[src/rtl/fp_add_sequencer.sv]
// Operand FIFO plus issue/capture FSM sitting in front of the fpAdder core.
// Holds add_enable for ADD_LATENCY cycles per pair and presents each sum on a valid/ready port.
module fp_add_sequencer #(
  parameter int DEPTH       = 4,
  parameter int ADD_LATENCY = 2
) (
  input  logic                         clk,
  input  logic                         reset,
  input  logic                         op_valid,
  output logic                         op_ready,
  input  logic [31:0]                  op_a,
  input  logic [31:0]                  op_b,
  output logic                         res_valid,
  input  logic                         res_ready,
  output logic [31:0]                  res_data,
  output logic                         res_overflow,
  output logic [31:0]                  add_in1,
  output logic [31:0]                  add_in2,
  output logic                         add_enable,
  input  logic [31:0]                  add_out,
  input  logic                         add_overflow,
  output logic [$clog2(DEPTH+1)-1:0]   fifo_count,
  output logic [7:0]                   ovf_count,
  output logic                         busy
);

  localparam int AW = $clog2(DEPTH);
  localparam int CW = $clog2(DEPTH + 1);
  localparam int LW = $clog2(ADD_LATENCY + 1);

  localparam logic [1:0] IDLE  = 2'd0;
  localparam logic [1:0] SETUP = 2'd1;
  localparam logic [1:0] RUN   = 2'd2;
  localparam logic [1:0] DONE  = 2'd3;

  logic [1:0]    state;
  logic [AW-1:0] wr_ptr;
  logic [AW-1:0] rd_ptr;
  logic [LW-1:0] lat_cnt;
  logic [63:0]   mem [DEPTH];
  logic          push;
  logic          pop;

  function automatic logic [7:0] sat_inc(input logic [7:0] v);
    return (v == 8'hFF) ? v : v + 8'd1;
  endfunction

  assign op_ready = !reset && (fifo_count < CW'(DEPTH));
  assign push     = op_valid && op_ready;
  assign pop      = (state == IDLE) && (fifo_count != '0);

  // Operand storage carries data only, so it has no reset.
  always_ff @(posedge clk) begin
    if (push) mem[wr_ptr] <= {op_a, op_b};
  end

  always_ff @(posedge clk or posedge reset) begin
    if (reset) begin
      wr_ptr     <= '0;
      rd_ptr     <= '0;
      fifo_count <= '0;
    end else begin
      if (push) wr_ptr <= wr_ptr + AW'(1);
      if (pop)  rd_ptr <= rd_ptr + AW'(1);
      case ({push, pop})
        2'b10:   fifo_count <= fifo_count + CW'(1);
        2'b01:   fifo_count <= fifo_count - CW'(1);
        default: fifo_count <= fifo_count;
      endcase
    end
  end

  always_ff @(posedge clk or posedge reset) begin
    if (reset) begin
      state        <= IDLE;
      lat_cnt      <= '0;
      add_in1      <= '0;
      add_in2      <= '0;
      add_enable   <= 1'b0;
      res_valid    <= 1'b0;
      res_data     <= '0;
      res_overflow <= 1'b0;
      ovf_count    <= '0;
      busy         <= 1'b0;
    end else begin
      case (state)
        IDLE: begin
          if (pop) begin
            add_in1 <= mem[rd_ptr][63:32];
            add_in2 <= mem[rd_ptr][31:0];
            busy    <= 1'b1;
            state   <= SETUP;
          end
        end
        SETUP: begin
          lat_cnt    <= LW'(ADD_LATENCY - 1);
          add_enable <= 1'b1;
          state      <= RUN;
        end
        RUN: begin
          // Sample the adder on the last enabled edge, so enable spans ADD_LATENCY cycles.
          if (lat_cnt == '0) begin
            res_data     <= add_out;
            res_overflow <= add_overflow;
            res_valid    <= 1'b1;
            add_enable   <= 1'b0;
            state        <= DONE;
          end else begin
            lat_cnt <= lat_cnt - LW'(1);
          end
        end
        default: begin
          if (res_ready) begin
            res_valid <= 1'b0;
            if (res_overflow) ovf_count <= sat_inc(ovf_count);
            busy      <= 1'b0;
            state     <= IDLE;
          end
        end
      endcase
    end
  end

endmodule
[config.mk]
export PLATFORM = sky130hd
export DESIGN_NAME = fp_add_sequencer
export DESIGN_NICKNAME = d
export VERILOG_FILES = /design/src/rtl/fp_add_sequencer.sv
export SDC_FILE = /design/constraint.sdc
export NUM_CORES = 1
export LEC_CHECK = 0
export BUFFER_PORTS_ARGS = -buffer_cell sky130_fd_sc_hd__buf_2
export CAP_MARGIN = 20
export CORE_MARGIN = 2
export CORE_UTILIZATION = 30
export CTS_CLUSTER_DIAMETER = 50
export DETAILED_ROUTE_END_ITERATION = 8
export GPL_TIMING_DRIVEN = 0
export PLACE_DENSITY = 0.51
export SLEW_MARGIN = 20
export SYNTH_ARGS = -nofsm -noshare
export SYNTH_HDL_FRONTEND = slang
export SYNTH_SLANG_ARGS = --single-unit
[constraint.sdc]
create_clock -name clk -period 4.7 [get_ports clk]
set_input_delay 0.705 -clock clk [delete_from_list [all_inputs] [get_ports clk]]
set_output_delay 0.705 -clock clk [all_outputs]
set_load 0.01 [all_outputs]
== Word-level counts from Yosys, hierarchy flattened ==
Memories as Yosys holds them, arrays and structs flattened. A register that Yosys moved wholly into a read port is not among the register bits.
Cells that the tools add are included.

* Bits in registers: 55
* Memory bits (writable): 256
* Input bits: 101
* Output and inout bits: 112
* Memories kept: 1

* Add/subtract/negate cells: 6
* Order comparisons: 1
* Equality and inequality tests: 8
* Multiplexer cells: 16
* Bitwise operators: 4
* Reductions and logical operators: 23

{| class="wikitable"
|+ Memory list
! name !! depth !! bits a word !! read ports !! clocked after memory_dff !! write ports !! RTL line !! RTL
|-
| mem || 4 || 64 || 1 || 1 || 1 || 40 || <nowiki>logic [63:0] mem [DEPTH];</nowiki>
|}

{| class="wikitable"
|+ Operator list
! operator !! number
|-
| $reduce_and A3 Y1 || 3
|-
| $add A8 B1 Y8 const B || 1
|-
| $eq A8 B8 Y1 const B || 1
|-
| $mux W2 || 4
|-
| $reduce_and A2 Y1 || 4
|-
| $reduce_bool A2 Y1 || 4
|-
| $mux W1 || 6
|-
| $ne A2 B2 Y1 const B || 3
|-
| $pmux W1 S2 || 3
|-
| $pmux W2 S3 || 1
|-
| $pmux W3 S2 || 1
|-
| $add A2 B1 Y2 const B || 2
|-
| $eq A2 B1 Y1 const B || 2
|-
| $eq A2 B2 Y1 const B || 2
|-
| $logic_not A2 Y1 || 2
|-
| $not A1 Y1 || 4
|-
| $pmux W2 S2 || 1
|-
| $reduce_and A4 Y1 || 1
|-
| $reduce_bool A4 Y1 || 1
|-
| $reduce_or A2 Y1 || 2
|-
| $add A3 B1 Y3 const B || 1
|-
| $logic_and A1 B1 Y1 || 3
|-
| $lt A3 B3 Y1 const B || 1
|-
| $reduce_bool A3 Y1 || 1
|-
| 4 further kinds || 4
|}

== Logic depth before layout (Yosys ltp) ==
Gate-level depths: netlist of run 1.

* Depth after elaboration: 5
* Gate-level depth with buffers: 11
* Mapped depth without buffers: 10

== Worst setup path before layout of run 1 ==
Ideal clock, no wire load.

* Kind: input-to-reg
* Start: input reset
* End: memory mem[0][0] (enable)
* Library setup time: 429 ps
* Data arrival time: 2,608 ps
* Data required time: 4,271 ps
* Setup slack: 1,663 ps
* Stages: 2
* Path buffers: 0
* Cells stage by stage: nor2_1 > and3_1

* Longest elaborated chain between the ends: 5

{| class="wikitable"
|+ Ends and longest elaborated chain
! item !! RTL line !! RTL
|-
| start: declaration || 8 || <nowiki>input logic reset,</nowiki>
|-
| $logic_not A1 Y1 (no line) || -- ||
|-
| $logic_and A1 B1 Y1 || 48 || <nowiki>assign op_ready = !reset && (fifo_count < CW'(DEPTH));</nowiki>
|-
| $logic_and A1 B1 Y1 || 49 || <nowiki>assign push = op_valid && op_ready;</nowiki>
|-
| $mux W1 || 54 || <nowiki>if (push) mem[wr_ptr] <= {op_a, op_b};</nowiki>
|-
| $mux W1 (not written as such) || 54 ||
|-
| end: declaration || 40 ||
|}

No other way between the ends.

== Worst setup path in the final report of run 1 ==
* Start: register state[0]
* End: register fifo_count[2]

* Longest elaborated chain between the ends: 4
* Elaborated cells between the ends (all ways): 6
* Those cells by class: eq/ne: 2; mux: 1; reduce/logical: 3

{| class="wikitable"
|+ Ends and longest elaborated chain
! item !! RTL line !! RTL
|-
| start: declaration || 36 || <nowiki>logic [1:0] state;</nowiki>
|-
| start signal: assignment || 75 || <nowiki>state <= IDLE;</nowiki>
|-
| start signal: assignment || 92 || <nowiki>state <= SETUP;</nowiki>
|-
| start signal: assignment || 98 || <nowiki>state <= RUN;</nowiki>
|-
| $logic_not A2 Y1 * || 50 || <nowiki>assign pop = (state == IDLE) && (fifo_count != '0);</nowiki>
|-
| $logic_and A1 B1 Y1 * || 50 ||
|-
| net pop || 42 || <nowiki>logic pop;</nowiki>
|-
| $eq A2 B1 Y1 or $eq A2 B2 Y1 (tied branches) || 65 || <nowiki>case ({push, pop})</nowiki>
|-
| $pmux W3 S2 or $reduce_bool A2 Y1 (tied branches) || -- ||
|-
| end signal: assignment || 66 || <nowiki>2'b10: fifo_count <= fifo_count + CW'(1);</nowiki>
|-
| end signal: assignment || 67 || <nowiki>2'b01: fifo_count <= fifo_count - CW'(1);</nowiki>
|-
| end signal: assignment || 68 || <nowiki>default: fifo_count <= fifo_count;</nowiki>
|-
| end: declaration || 22 || <nowiki>output logic [$clog2(DEPTH+1)-1:0] fifo_count,</nowiki>
|}

The timed path passes the listed nets; every way through them passes the cells marked *.
A chain may end at the register's enable or synchronous reset.

==> qor.yml, run 1 <==
synthAdderAreaFrac_pct: 1.12
synth_edf_count: 256
cts_buffer_depth: 3
muxShareOfSynthArea_pct: 13.2
synth_area_um2: 14100
final_hold_viol_count: 0
ir_drop_mv: 0.339
whs_ns: 0.114
cts_tree: "done"
syn_inst: 792
start_kind: "flop"
cts_setup_buffers: 0
io_pins: 213
max_freq_mhz: 391
ys_top_cells_by_area: "edfxtp_1, dfrtp_1, mux4_2, nand2_1, mux2_2"
cts_buffers: 48
yosysWarnings: 0
hold_path_class: "primary input to asynchronous set/reset pin"
drive_gt1_share_pct: 38.2
synth_fp_nets: 905
finalNonFillerCells: 1705
cts_sinks: 375
place_inst: 1616
synth_cell_type_count: 41
yosys.area_share.simple_pct: 6.34
grt_usage_pct: 13.3
ys_async_sr_fraction_pct: 31.7
finish.utilization_pct: 37.9
crit_fanout: 10
setup_viol: 0
cellLeakagePower_nw: 7.00
place_congestion: 0.703
num_rows: 79
drtIter0Drc: 358
final_nets: 1172
dp_slack_ns: 2.07
synth_top_family_by_area: "multiplexers"
ys_ff_latch: 375
period_share_pct: 54.4
ys_seq_area_share_pct: 75.6
cts_resized: 0
grt_max_degree: 88
path_class: "flop to flop"
worstPathRequired_ns: 5.18
start_util_pct: 30.4
antenna_found_initial: 5
crit_arrival_ns: 3.04
drc: 0
critical-path-slowest-cell: "dfrtp_1"
yosys_most_used_dff: "edfxtp_1"
power.total_mw: 11.2
dp.final_hpwl_mm: 19.9
root_buffer: "clkbuf_16"
fin_skew_ns: 0.0128
power.density_nw_per_um2: 636
fp.dieArea_um2: 48800
ant_nets: 0
area_growth_pct: 24.7
tns_ns: 0
finalMaxSlewViolations: 0
fin_area_um2: 17600
drt_wl_total_mm: 32.0
grt_pass1_wl_mm: 49.5
viasPerCell: 4.47
synth.top_cell.area_share_pct: 54.5
status: "finished clean"
tightest_slew_ns: 0.760
drt-pass1-iter-count: 4
rsz0062_at_grt: "no"
synth_xor_area_share_pct: 0.621
htreeDepth: 2
crit_chain: "inv_1 > ha_1 > o31ai_2 > inv_2 > buf_2 > ha_1 > inv_1 > fa_1 > xor2_1 > nor2_1 > xor2_1"
max_cap_violations: 0
period_minus_slack_ns: 2.56
synth_area_per_cell_um2: 17.8
grt_pass1_vias: 8000
vias: 7625
worstSetupEndpointType: "flop"
clk_latency_ns: 0.56
synth_compound_area_share_pct: 1.05
port_buffers: 212
postCtsHoldBufs: 0
chipHeight_um: 221
grt.overflow.total: 0
setup_ws_ns: 2.14
critical-path-max-stage-delay_ns: 0.43
clk_pin_slew_worst_paths_ns: 0.05
placed_area_um2: 16100
core_area_um2: 46500
die_w_um: 221
post_drt_wl_per_cell_um: 18.8
n_fill_cell: 4405
synth_largest_area_cell: "edfxtp_1"
max_slew_margin_pct: 49.3
==> critical path: cells and delay by family (launching register included) <==
family / cells / cell delay (ns)
AOI/OAI and AO/OA: 1 / 0.18
xor gates and xnor gates: 2 / 0.30
buffers and inverters: 4 / 0.53
and+or+nand+nor: 1 / 0.12
adders and majority gates: 3 / 0.94
DFF: 1 / 0.43
==> report_power, final <==
part | leakage [nW] | total [mW] | internal (mW) | switching [mW]
clock | 0.727 | 3.41 | 2.04 | 1.38
sequential | 3.76 | 4.54 | 4.22 | 0.319
combinational | 2.52 | 3.23 | 1.46 | 1.77
==> worst paths after layout <==
check                                  startpoint                   endpoint  slack, ns  depth (start not counted)
setup reg to reg             state[0]$_DFFE_PP0P_  fifo_count[2]$_DFFE_PP0P_       2.14                         11
hold / removal                              reset    res_data[6]$_DFFE_PP0P_       0.11                          2
hold reg to reg            add_in1[9]$_DFFE_PP0P_     add_in1[9]$_DFFE_PP0P_       0.46                          2
setup / recovery             state[0]$_DFFE_PP0P_  fifo_count[2]$_DFFE_PP0P_       2.14                         11
max in group asynchronous                   reset    add_in2[14]$_DFFE_PP0P_       3.81                          3
min in group clk                          op_b[6]        mem[3][6]$_DFFE_PP_       0.36                          1
==> cells in the final DEF, fill, tap and decap left out, drive strengths merged, types with 7 or more instances in the layout <==
master and count:
buf 246, clkbuf 69, clkinv 15, dfrtp 119, edfxtp 256, ha 11
inv 20, mux2 36, mux4 64, nand2 200, nor2 7
==> per-layer routing <==
| metal | vias to the layer above | GRT usage (%) | routed length [um] |
|---|---|---|---|
| met5 | - | 0 | 40 |
| met4 | 8 | 3.66 | 644 |
| met3 | 63 | 4.59 | 2290 |
| met2 | 231 | 21.0 | 14800 |
| met1 | 3841 | 17.5 | 14200 |
| li1 | 3482 | - | - |
==> cell families after synthesis <==
family          after synthesis
compound gates               21
xor+xnor                     10
fa+ha+maj                    12
buf+inv                      47
flops                       375
mux                         102
simple gates                225
==> cell usage after synthesis (all sizes together) (3+ instances only) <==
cell,count
buf,29
nand2,200
nor3,3
a211oi,3
ha,11
mux2,36
xnor2,5
edfxtp,256
dfrtp,119
mux4,64
and3,5
xor2,5
a21oi,5
nor2,7
inv,16
==> layout make-up <==
class | count | area [um^2] | share of cell area, %
Sequential cell | 375 | 10700 | 60.6
Antenna cell | 1 | 2.50 | 0.0142
Inverter | 16 | 67.6 | 0.384
Clock buffer | 67 | 1320 | 7.53
Multi-Input combinational cell | 370 | 3170 | 18.1
Clock inverter | 21 | 169 | 0.961
Tap cell | 607 | 759 | 4.32
Timing Repair Buffer | 217 | 1200 | 6.82
Buffer | 31 | 225 | 1.28
==> registers in the layout, indices dropped and copies added, names as in the netlist <==
name / count
mem: 256
add_in1: 32
add_in2: 32
res_data: 32
ovf_count: 8
fifo_count: 3
lat_cnt: 2
rd_ptr: 2
state: 2
wr_ptr: 2
add_enable: 1
busy: 1
res_overflow: 1
res_valid: 1
Power figures use the tool's default switching activity.
==> run 2, diff against run 1 <==
--- a/config.mk
+++ b/config.mk
@@ -5,6 +5,7 @@
 export SDC_FILE = /design/constraint.sdc
 export NUM_CORES = 1
 export LEC_CHECK = 0
+export ABC_AREA = 1
 export BUFFER_PORTS_ARGS = -buffer_cell sky130_fd_sc_hd__buf_2
 export CAP_MARGIN = 20
 export CORE_MARGIN = 2
==> constraint.sdc (replaced) <==
create_clock -name clk -period 2.62 [get_ports clk]
set_input_delay 0.393 -clock clk [delete_from_list [all_inputs] [get_ports clk]]
set_output_delay 0.393 -clock clk [all_outputs]
set_load 0.01 [all_outputs]
==> qor.yml, run 2 <==
num_rows: 81
synth_area_per_cell_um2: 11.1
ys_async_sr_fraction_pct: 31.7
setup_viol: 0
start_kind: "flop"
syn_inst: 1317
crit_chain: "inv_1 > ha_1 > nand2_1 > inv_1 > buf_4 > ha_1 > inv_1 > fa_1 > a21oi_1 > o21ai_0 > xor2_1"
grt_pass1_vias: 9842
status: "finished clean"
regMostFlops: "mem"
grt_pass1_wl_mm: 58.1
drt-pass1-iter-count: 4
viasPerCell: 4.41
p_comb_share_pct: 34.0
final_nets: 1718
drtIter0Drc: 626
layout_common_cells: "nand2_1, nor2_1, edfxtp_1"
grt_max_degree: 30
cellLeakagePower_nw: 7.92
ys_seq_area_share_pct: 72.7
drive_gt1_share_pct: 21.4
dp_slack_ns: 0.0465
max_freq_mhz: 411
crit_fanout: 10
clk_latency_ns: 0.56
hold_path_class: "primary input to flop"
worstPathRequired_ns: 3.06
finalMaxSlewViolations: 0
p_switching_mw: 7.77
post_drt_wl_per_cell_um: 17.0
largest_reg_flops: 256
ys_top_cells_by_area: "edfxtp_1, dfrtp_1, nand2_1, nor2_1, o21ai_0"
fin_skew_ns: 0.0168
drt_wl_total_mm: 38.4
vias: 9989
path_class: "flop to flop"
cts_setup_buffers: 0
synth.top_cell.area_share_pct: 52.4
yosysMostFrequentCell: "nand2_1"
rsz0062_at_grt: "no"
crit_family: "adder cells"
p_int_mw: 13.6
tightest_slew_ns: 0.705
synth_fp_nets: 1430
cts_sinks: 375
io_pins: 213
cts_buffer_depth: 3
tns_ns: 0
synth_largest_area_cell: "edfxtp_1"
setup_ws_ns: 0.186
power_frac_seq_pct: 37.7
critical-path-max-stage-delay_ns: 0.41
grt_usage_pct: 15.2
worstSetupEndpointType: "flop"
whs_ns: 0.0432
yosysWarnings: 0
period_share_pct: 92.9
max_slew_margin_pct: 53.0
cp_common_cell: "inv_1"
root_buffer: "clkbuf_16"
synth_edf_count: 256
max_cap_violations: 0
ys_ff_latch: 375
synth_area_um2: 14700
dp.final_hpwl_mm: 26.0
area_growth_pct: 26.3
place_congestion: 0.747
antenna_found_initial: 9
cts_buffers: 45
ir_drop_mv: 0.564
crit_arrival_ns: 2.87
critical-path-slowest-cell: "dfrtp_1"
core_area_um2: 48600
period_minus_slack_ns: 2.43
htreeDepth: 2
start_util_pct: 30.1
ant_nets: 0
p_clk_share_pct: 28.3
yosys_most_used_dff: "edfxtp_1"
synth_common_cells: "nand2_1, nor2_1, edfxtp_1, o21ai_0, dfrtp_1"
die_w_um: 225
drc: 0
clk_pin_slew_worst_paths_ns: 0.06
cp_num_buf_inv: 4
fp.dieArea_um2: 50700
port_buffers: 212
p_sw_share_pct: 36.3
chipHeight_um: 225
grt.overflow.total: 0
final_hold_viol_count: 0
power.density_nw_per_um2: 1150
layout_commonest_cell: "nand2_1"
cts_tree: "done"
synth_cell_type_count: 25
## run 2: cell count changes after synthesis, sizes merged, moves of 3 or more
cell	previous run	this run
a211oi	3	0
and3	5	0
buf	29	45
clkbuf	2	17
inv	16	27
mux2	36	0
mux4	64	0
nand2	200	407
nand3	2	6
nor2	7	272
nor3	3	0
o21ai	2	138
## run 2: stage by stage
stage                     area [um^2]  utilization, %  total power [mW]  instances
final                           18500            38.1              21.4       2264
after global routing            18500            38.1              23.0       2263
after CTS                       18500            38.1              21.8       2263
after detailed placement        17000            34.9              15.6       2168
after global placement          16500            34.0              15.4       2151
after floorplan                 14700               -              12.6       1317
## run 2: routing by layer
metal  vias up  share of wire (%)  global-route usage [%]
li1       4939                  -                       -
met3        66                5.7                    3.70
met2       218                 48                    25.5
met1      4750                 44                    19.3
met4        16                2.3                    4.85
met5         -               0.21                       0
## run 2: worst reg2reg max path, delay by kind of cell, from the launching register on
kind,cells,cell delay [ns]
AOI/OAI and AO/OA,2,0.26
xor gates and xnor gates,1,0.15
adders and majority gates,3,0.78
buffers and inverters,4,0.53
DFF,1,0.41
and+or+nand+nor,1,0.18
## run 2: logic make-up (layout without fill, tap and decap cells)
group	count (synthesis)	after routing	synth area share, %
compound gates	142	142	4.87
other cells	0	1	0
xor+xnor	7	7	0.418
fa+ha+maj	12	12	1.07
buf+inv	90	414	3.02
simple gates	691	691	17.9
flops	375	375	72.7
## run 2: power by group through the flow
stage	Combinational, mW	Sequential (mW)	Clock, mW
final	7.27	8.06	6.06
after detailed placement	7.39	8.17	0
after global placement	7.19	8.18	0
after global routing	8.28	8.19	6.49
after CTS	7.44	8.07	6.24
after floorplan	4.10	8.51	0
## run 2: area by class of cell
type                            count  area (um^2)
Clock inverter                     23          229
Clock buffer                       60         1210
Sequential cell                   375        10700
Buffer                             62          340
Tap cell                          622          778
Multi-Input combinational cell    852         3590
Antenna cell                        1         2.50
Timing Repair Buffer              241         1600
Fill cell                        4789        30100
Inverter                           28          109
## run 2: worst paths after layout
kind,startpoint,endpoint,slack [ns],cells after the start
max in group asynchronous,reset,add_in1[6]$_DFFE_PP0P_,1.12,7
hold / removal,op_a[28],mem[2][60]$_DFFE_PP_,0.04,1
min in group asynchronous,reset,ovf_count[2]$_DFFE_PP0P_,0.46,3
setup / recovery,state[0]$_DFFE_PP0P_,fifo_count[2]$_DFFE_PP0P_,0.19,11
setup reg to reg,state[0]$_DFFE_PP0P_,fifo_count[2]$_DFFE_PP0P_,0.19,11
hold reg to reg,add_in2[4]$_DFFE_PP0P_,add_in2[4]$_DFFE_PP0P_,0.47,2
## run 2: repair_timing
item                       in CTS  in global routing
setup endpoints to repair       0                  1
hold buffers                   12                  0
hold endpoints to repair       33                  0
resized for setup               0                  2
